$ cat config.mk
export PLATFORM = sky130hd
export DESIGN_NAME = stg_ma
export DESIGN_NICKNAME = d
export VERILOG_FILES = /design/src/rtl/stg_ma.sv
export SDC_FILE = /design/constraint.sdc
export NUM_CORES = 1
export LEC_CHECK = 0
export BUFFER_PORTS_ARGS = -buffer_cell sky130_fd_sc_hd__buf_2
export CORE_ASPECT_RATIO = 0.9
export CORE_MARGIN = 5
export CORE_UTILIZATION = 40
export CTS_CLUSTER_SIZE = 30
export DETAILED_ROUTE_END_ITERATION = 6
export GPL_TIMING_DRIVEN = 0
export HOLD_SLACK_MARGIN = 0.06
export PLACE_DENSITY_LB_ADDON = 0.2
export SLEW_MARGIN = 5
export SYNTH_ARGS = -nofsm -noshare
export SYNTH_HDL_FRONTEND = slang
export SYNTH_SLANG_ARGS = --single-unit
$ cat constraint.sdc
create_clock -name iw_clk -period 20.8 [get_ports iw_clk]
set_clock_uncertainty 0.05 [all_clocks]
set_input_delay 4.16 -clock iw_clk [delete_from_list [all_inputs] [get_ports iw_clk]]
set_output_delay 4.16 -clock iw_clk [all_outputs]
set_load 0.05 [all_outputs]
$ cat src/rtl/stg_ma.sv
// Memory-access stage: non-memory ops pass through with 1 cycle latency; loads/stores
// run a req/ack transaction on the data port, stalling upstream until ack or timeout.
`ifndef HBIT_OPC
`define HBIT_OPC 7
`endif
`ifndef HBIT_TGT_GP
`define HBIT_TGT_GP 3
`endif
`ifndef HBIT_TGT_AR
`define HBIT_TGT_AR 1
`endif
`ifndef HBIT_TGT_SR
`define HBIT_TGT_SR 1
`endif

module stg_ma #(
  parameter int TIMEOUT_CYCLES = 16,
  parameter int TO_W           = 5
) (
  input  logic                   iw_clk,
  input  logic                   iw_rst,
  input  logic [47:0]            iw_pc,
  input  logic [23:0]            iw_instr,
  input  logic [`HBIT_OPC:0]     iw_opc,
  input  logic                   iw_mem_rd,
  input  logic                   iw_mem_wr,
  input  logic [47:0]            iw_addr,
  input  logic [23:0]            iw_result,
  input  logic [47:0]            iw_ar_result,
  input  logic [47:0]            iw_sr_result,
  input  logic [`HBIT_TGT_GP:0]  iw_tgt_gp,
  input  logic                   iw_tgt_gp_we,
  input  logic [`HBIT_TGT_AR:0]  iw_tgt_ar,
  input  logic                   iw_tgt_ar_we,
  input  logic [`HBIT_TGT_SR:0]  iw_tgt_sr,
  input  logic                   iw_tgt_sr_we,
  input  logic                   iw_flush,
  input  logic                   iw_stall,
  output logic                   ow_mem_req,
  output logic                   ow_mem_we,
  output logic [47:0]            ow_mem_addr,
  output logic [23:0]            ow_mem_wdata,
  input  logic                   iw_mem_ack,
  input  logic [23:0]            iw_mem_rdata,
  output logic [47:0]            ow_pc,
  output logic [23:0]            ow_instr,
  output logic [`HBIT_OPC:0]     ow_opc,
  output logic [23:0]            ow_result,
  output logic [47:0]            ow_ar_result,
  output logic [47:0]            ow_sr_result,
  output logic [`HBIT_TGT_GP:0]  ow_tgt_gp,
  output logic                   ow_tgt_gp_we,
  output logic [`HBIT_TGT_AR:0]  ow_tgt_ar,
  output logic                   ow_tgt_ar_we,
  output logic [`HBIT_TGT_SR:0]  ow_tgt_sr,
  output logic                   ow_tgt_sr_we,
  output logic                   ow_stall,
  output logic                   ow_fault
);

  typedef enum logic {S_IDLE, S_WAIT} state_t;

  typedef struct packed {
    logic [47:0]           pc;
    logic [23:0]           instr;
    logic [`HBIT_OPC:0]    opc;
    logic [23:0]           result;
    logic [47:0]           ar_result;
    logic [47:0]           sr_result;
    logic [`HBIT_TGT_GP:0] tgt_gp;
    logic                  tgt_gp_we;
    logic [`HBIT_TGT_AR:0] tgt_ar;
    logic                  tgt_ar_we;
    logic [`HBIT_TGT_SR:0] tgt_sr;
    logic                  tgt_sr_we;
  } stage_t;

  function automatic stage_t bubble(input stage_t s);
    stage_t b;
    b           = s;
    b.tgt_gp_we = 1'b0;
    b.tgt_ar_we = 1'b0;
    b.tgt_sr_we = 1'b0;
    return b;
  endfunction

  state_t          state_q, state_d;
  logic [TO_W-1:0] cnt_q, cnt_d;
  stage_t          in_s;
  stage_t          lat_q, lat_d;
  stage_t          out_q, out_d;
  logic [47:0]     addr_q, addr_d;
  logic            we_q, we_d;
  logic            flushed_q, flushed_d;
  logic            fault_q, fault_d;

  assign in_s = '{
    pc:        iw_pc,
    instr:     iw_instr,
    opc:       iw_opc,
    result:    iw_result,
    ar_result: iw_ar_result,
    sr_result: iw_sr_result,
    tgt_gp:    iw_tgt_gp,
    tgt_gp_we: iw_tgt_gp_we,
    tgt_ar:    iw_tgt_ar,
    tgt_ar_we: iw_tgt_ar_we,
    tgt_sr:    iw_tgt_sr,
    tgt_sr_we: iw_tgt_sr_we
  };

  always_comb begin
    state_d   = state_q;
    cnt_d     = cnt_q;
    lat_d     = lat_q;
    out_d     = out_q;
    addr_d    = addr_q;
    we_d      = we_q;
    flushed_d = flushed_q;
    fault_d   = 1'b0;
    case (state_q)
      S_IDLE: begin
        if (iw_flush) begin
          out_d = bubble(in_s);
        end else if (!iw_stall) begin
          if (iw_mem_rd || iw_mem_wr) begin
            state_d   = S_WAIT;
            cnt_d     = '0;
            lat_d     = in_s;
            addr_d    = iw_addr;
            we_d      = iw_mem_wr;
            flushed_d = 1'b0;
            out_d     = bubble(in_s);
          end else begin
            out_d = in_s;
          end
        end
      end
      S_WAIT: begin
        // A flush cannot abort the bus cycle; it only squashes the eventual writeback.
        if (iw_flush) flushed_d = 1'b1;
        // Completion overrides iw_stall: the one-cycle ack cannot be deferred.
        if (iw_mem_ack) begin
          out_d = lat_q;
          if (!we_q) out_d.result = iw_mem_rdata;
          if (we_q || flushed_q || iw_flush) out_d = bubble(out_d);
          state_d = S_IDLE;
          cnt_d   = '0;
        end else if (cnt_q == TO_W'(TIMEOUT_CYCLES - 1)) begin
          out_d   = bubble(lat_q);
          fault_d = !(flushed_q || iw_flush);
          state_d = S_IDLE;
          cnt_d   = '0;
        end else begin
          cnt_d = cnt_q + TO_W'(1);
        end
      end
      default: state_d = S_IDLE;
    endcase
  end

  always_ff @(posedge iw_clk or posedge iw_rst) begin
    if (iw_rst) begin
      state_q   <= S_IDLE;
      cnt_q     <= '0;
      lat_q     <= '0;
      out_q     <= '0;
      addr_q    <= '0;
      we_q      <= 1'b0;
      flushed_q <= 1'b0;
      fault_q   <= 1'b0;
    end else begin
      state_q   <= state_d;
      cnt_q     <= cnt_d;
      lat_q     <= lat_d;
      out_q     <= out_d;
      addr_q    <= addr_d;
      we_q      <= we_d;
      flushed_q <= flushed_d;
      fault_q   <= fault_d;
    end
  end

  assign ow_mem_req   = (state_q == S_WAIT);
  assign ow_mem_we    = we_q;
  assign ow_mem_addr  = addr_q;
  assign ow_mem_wdata = lat_q.result;
  assign ow_stall     = (state_q == S_WAIT) && !iw_mem_ack;
  assign ow_fault     = fault_q;

  assign ow_pc        = out_q.pc;
  assign ow_instr     = out_q.instr;
  assign ow_opc       = out_q.opc;
  assign ow_result    = out_q.result;
  assign ow_ar_result = out_q.ar_result;
  assign ow_sr_result = out_q.sr_result;
  assign ow_tgt_gp    = out_q.tgt_gp;
  assign ow_tgt_gp_we = out_q.tgt_gp_we;
  assign ow_tgt_ar    = out_q.tgt_ar;
  assign ow_tgt_ar_we = out_q.tgt_ar_we;
  assign ow_tgt_sr    = out_q.tgt_sr;
  assign ow_tgt_sr_we = out_q.tgt_sr_we;

endmodule

==> flow_summary.toml <==
[clock_tree]
htreeDepth = 2
clock_latency_ns = 0.58
clk_path_buf_depth = 3
hold_buffers = 0
numCtsBuffers = 50
cts.sinks = 479
cts_resized = 0
path_clk_slew_ns = 0.07
postCtsSetupBuffers = 0
tritoncts = "built"
cts_root_buf = "clkbuf_16"

[finish]
syn_to_final_growth_pct = 26.87
final_common_cell = "buf_2"
final_cell_area_sq_um = 25860
nNetsFinal = 2459
mostFrequentLayoutCells = "623 x buf_2, 479 x dfrtp_1, 192 x nor2_1, 184 x mux2i_1, 172 x a21oi_1"
fin_util_pct = 51.26
drive_gt1_share_pct = 42.81

[place]
portBuffers = 576
place_area_sq_um = 24210
routabilityCongestion = 0.8692
dp.final_hpwl_microns = 45440

[synthesis]
synth_fp_nets = 1828
synth_compound_area_share_pct = 7.378
synth-simple-area-share_pct = 3.959
synth_cell_types = 30
syn_inst = 1537
synth_top_family_by_area = "multiplexers"
synthAdderAreaFrac_pct = 0.06138
synth-seq-cells = 479
synth_area_sq_um = 20380
synth_seq_area_share_pct = 58.80
synth-xor-area-share_pct = 0
synthMuxAreaShare_pct = 24.78
synth_warnings = 0
avgSynthCellArea_sq_um = 13.26

[critical_path]
startpoint_type = "input port"
cp_max_fo = 6
endpoint_kind = "output port"
worstSetupPathType = "input port to output port"
required_ns = 16.59
worstPathArrival_ns = 4.88
worstRegToRegCells = 6

[power]
power_density_nw_per_um2 = 121.2
vdd_drop_max_mv = 0.07394
pwr-share-seq_pct = 39.8
p_clk_share_pct = 28.0
intPower_w = 0.001955
p_leak_nw = 12.01
p_sw_w = 0.001179
p_comb_share_pct = 32.2
power_switching_share_pct = 37.61

[sta]
fmax_mhz = 110.0
slew-limit-headroom_pct = 41.29
holdWs_ns = 0.4279
finalHoldViolCount = 0
post-route-min-period_ns = 9.090
tightest_slew_ns = 0.8807
finalCritPeriodShare_pct = 43.70
slew_viol_final = 0
setup_viol = 0
rsz0062_at_grt = "no"

[hold_path]
hp-class = "register to register"
hold_depth = 1

[detailed_routing]
routed_wl_microns = 61090
drt-vias-per-instance = 5.000
drc = 0
antenna_left = 0
wl_per_cell_microns = 21.06
dr.pass1.iters = 4
dr.first_iter.drc_count = 581
vias = 14500

[run]
maxCapViolations = 0

[floorplan]
die_h_microns = 224.2
die-area_sq_um = 55580
io_pins = 577
rows = 78
initial_utilization_pct = 40.40
die_w_microns = 248.0
fp.coreArea_sq_um = 50460

[grt]
grt_max_degree = 124
track_usage_pct = 21.35
grt_pass1_wl_microns = 92750
grt_pass1_vias = 15390
antenna_found_initial = 18
grt_overflow_total = 0

[run_status]
outcome = "complete, no violations"
==> final timing paths <==
check	startpoint	end	slack (ns)
hold / removal	cnt_q[4]$_DFFE_PP0P_	ow_fault$_DFF_PP0_	0.43
setup / recovery	iw_mem_ack	ow_stall	11.71
min in group asynchronous	iw_rst	ow_mem_addr[29]$_DFFE_PP0P_	3.71
hold reg to reg	cnt_q[4]$_DFFE_PP0P_	ow_fault$_DFF_PP0_	0.43
setup reg to reg	cnt_q[0]$_DFFE_PP0P_	ow_pc[38]$_DFFE_PP0P_	18.74
max in group asynchronous	iw_rst	ow_pc[14]$_DFFE_PP0P_	15.30
==> power groups by stage <==
stage / Combinational [W] / Clock [W] / Sequential [W]
finish: 0.00101 / 0.000878 / 0.00125
global route: 0.00107 / 0.000945 / 0.00127
CTS: 0.00102 / 0.000904 / 0.00125
detailed placement: 0.00102 / 0 / 0.00126
global placement: 0.00100 / 0 / 0.00125
floorplan: 0.000370 / 0 / 0.00162
==> metrics by stage <==
step | setup slack [ns] | total power (W) | TNS [ns] | cells
2_1_floorplan | 3.226 | 0.001990 | 0 | 1537
3_3_place_gp | -2.081 | 0.002258 | -964.16 | 2793
3_5_place_dp | 11.72 | 0.002279 | 0 | 2796
4_1_cts | 11.71 | 0.003171 | 0 | 2885
5_1_grt | 11.64 | 0.003284 | 0 | 2896
6_report | 11.71 | 0.003134 | 0 | 2900
==> flip-flops by register name (all words and copies together) (netlist names), 24 cells and up <==
signal / count
lat_q: 187
ow_mem_wdata: 24
ow_pc: 48
ow_ar_result: 48
ow_mem_addr: 48
ow_instr: 24
ow_result: 24
ow_sr_result: 48
==> kinds of logic after synthesis <==
group | count (synthesis)
buffers and inverters | 132
muxes | 469
DFF | 479
adders and majority gates | 1
and+or+nand+nor | 207
AOI/OAI and AO/OA | 249
==> metal layers <==
layer / global-route usage, % / share of wire [%]
met2: 35.79 / 50
met4: 6.854 / 2.6
met1: 27.34 / 41
met5: 0 / 0.056
met3: 5.297 / 6.3
==> cell type report <==
type / instances / area (sq um)
Fill cell: 4624 / 24590
Sequential cell: 479 / 11990
Multi-Input combinational cell: 926 / 7375
Timing Repair Buffer: 579 / 2965
Clock buffer: 79 / 1564
Buffer: 129 / 1012
Tap cell: 680 / 850.8
Clock inverter: 10 / 52.55
Antenna cell: 15 / 37.54
Inverter: 3 / 18.77
==> cell usage after synthesis (all sizes together) <==
master / number / area, sq um
clkbuf: 6 / 22.52
buf: 123 / 989.7
and3: 1 / 6.260
dfrtp: 479 / 11990
o31a: 1 / 8.760
nand4b: 1 / 8.760
and2: 1 / 6.260
nand3: 2 / 10.01
a22o: 2 / 17.52
nor2b: 3 / 18.77
nor3: 2 / 10.01
mux2: 285 / 3209
o21ai: 2 / 10.01
nand2: 2 / 7.510
o2bb2ai: 24 / 210.2
ha: 1 / 12.51
or2: 1 / 6.260
a21o: 2 / 15.01
mux2i: 184 / 1842
nor4: 2 / 12.51
nor2: 192 / 720.7
a22oi: 28 / 224.0
inv: 3 / 11.26
a21oi: 190 / 1018
==> worst max-delay path, cell delays in order <==
cell and delay (ns):
buf_2 0.12, nor2b_1 0.09, buf_2 0.18, buf_2 0.32
Power figures use the tool's default switching activity.
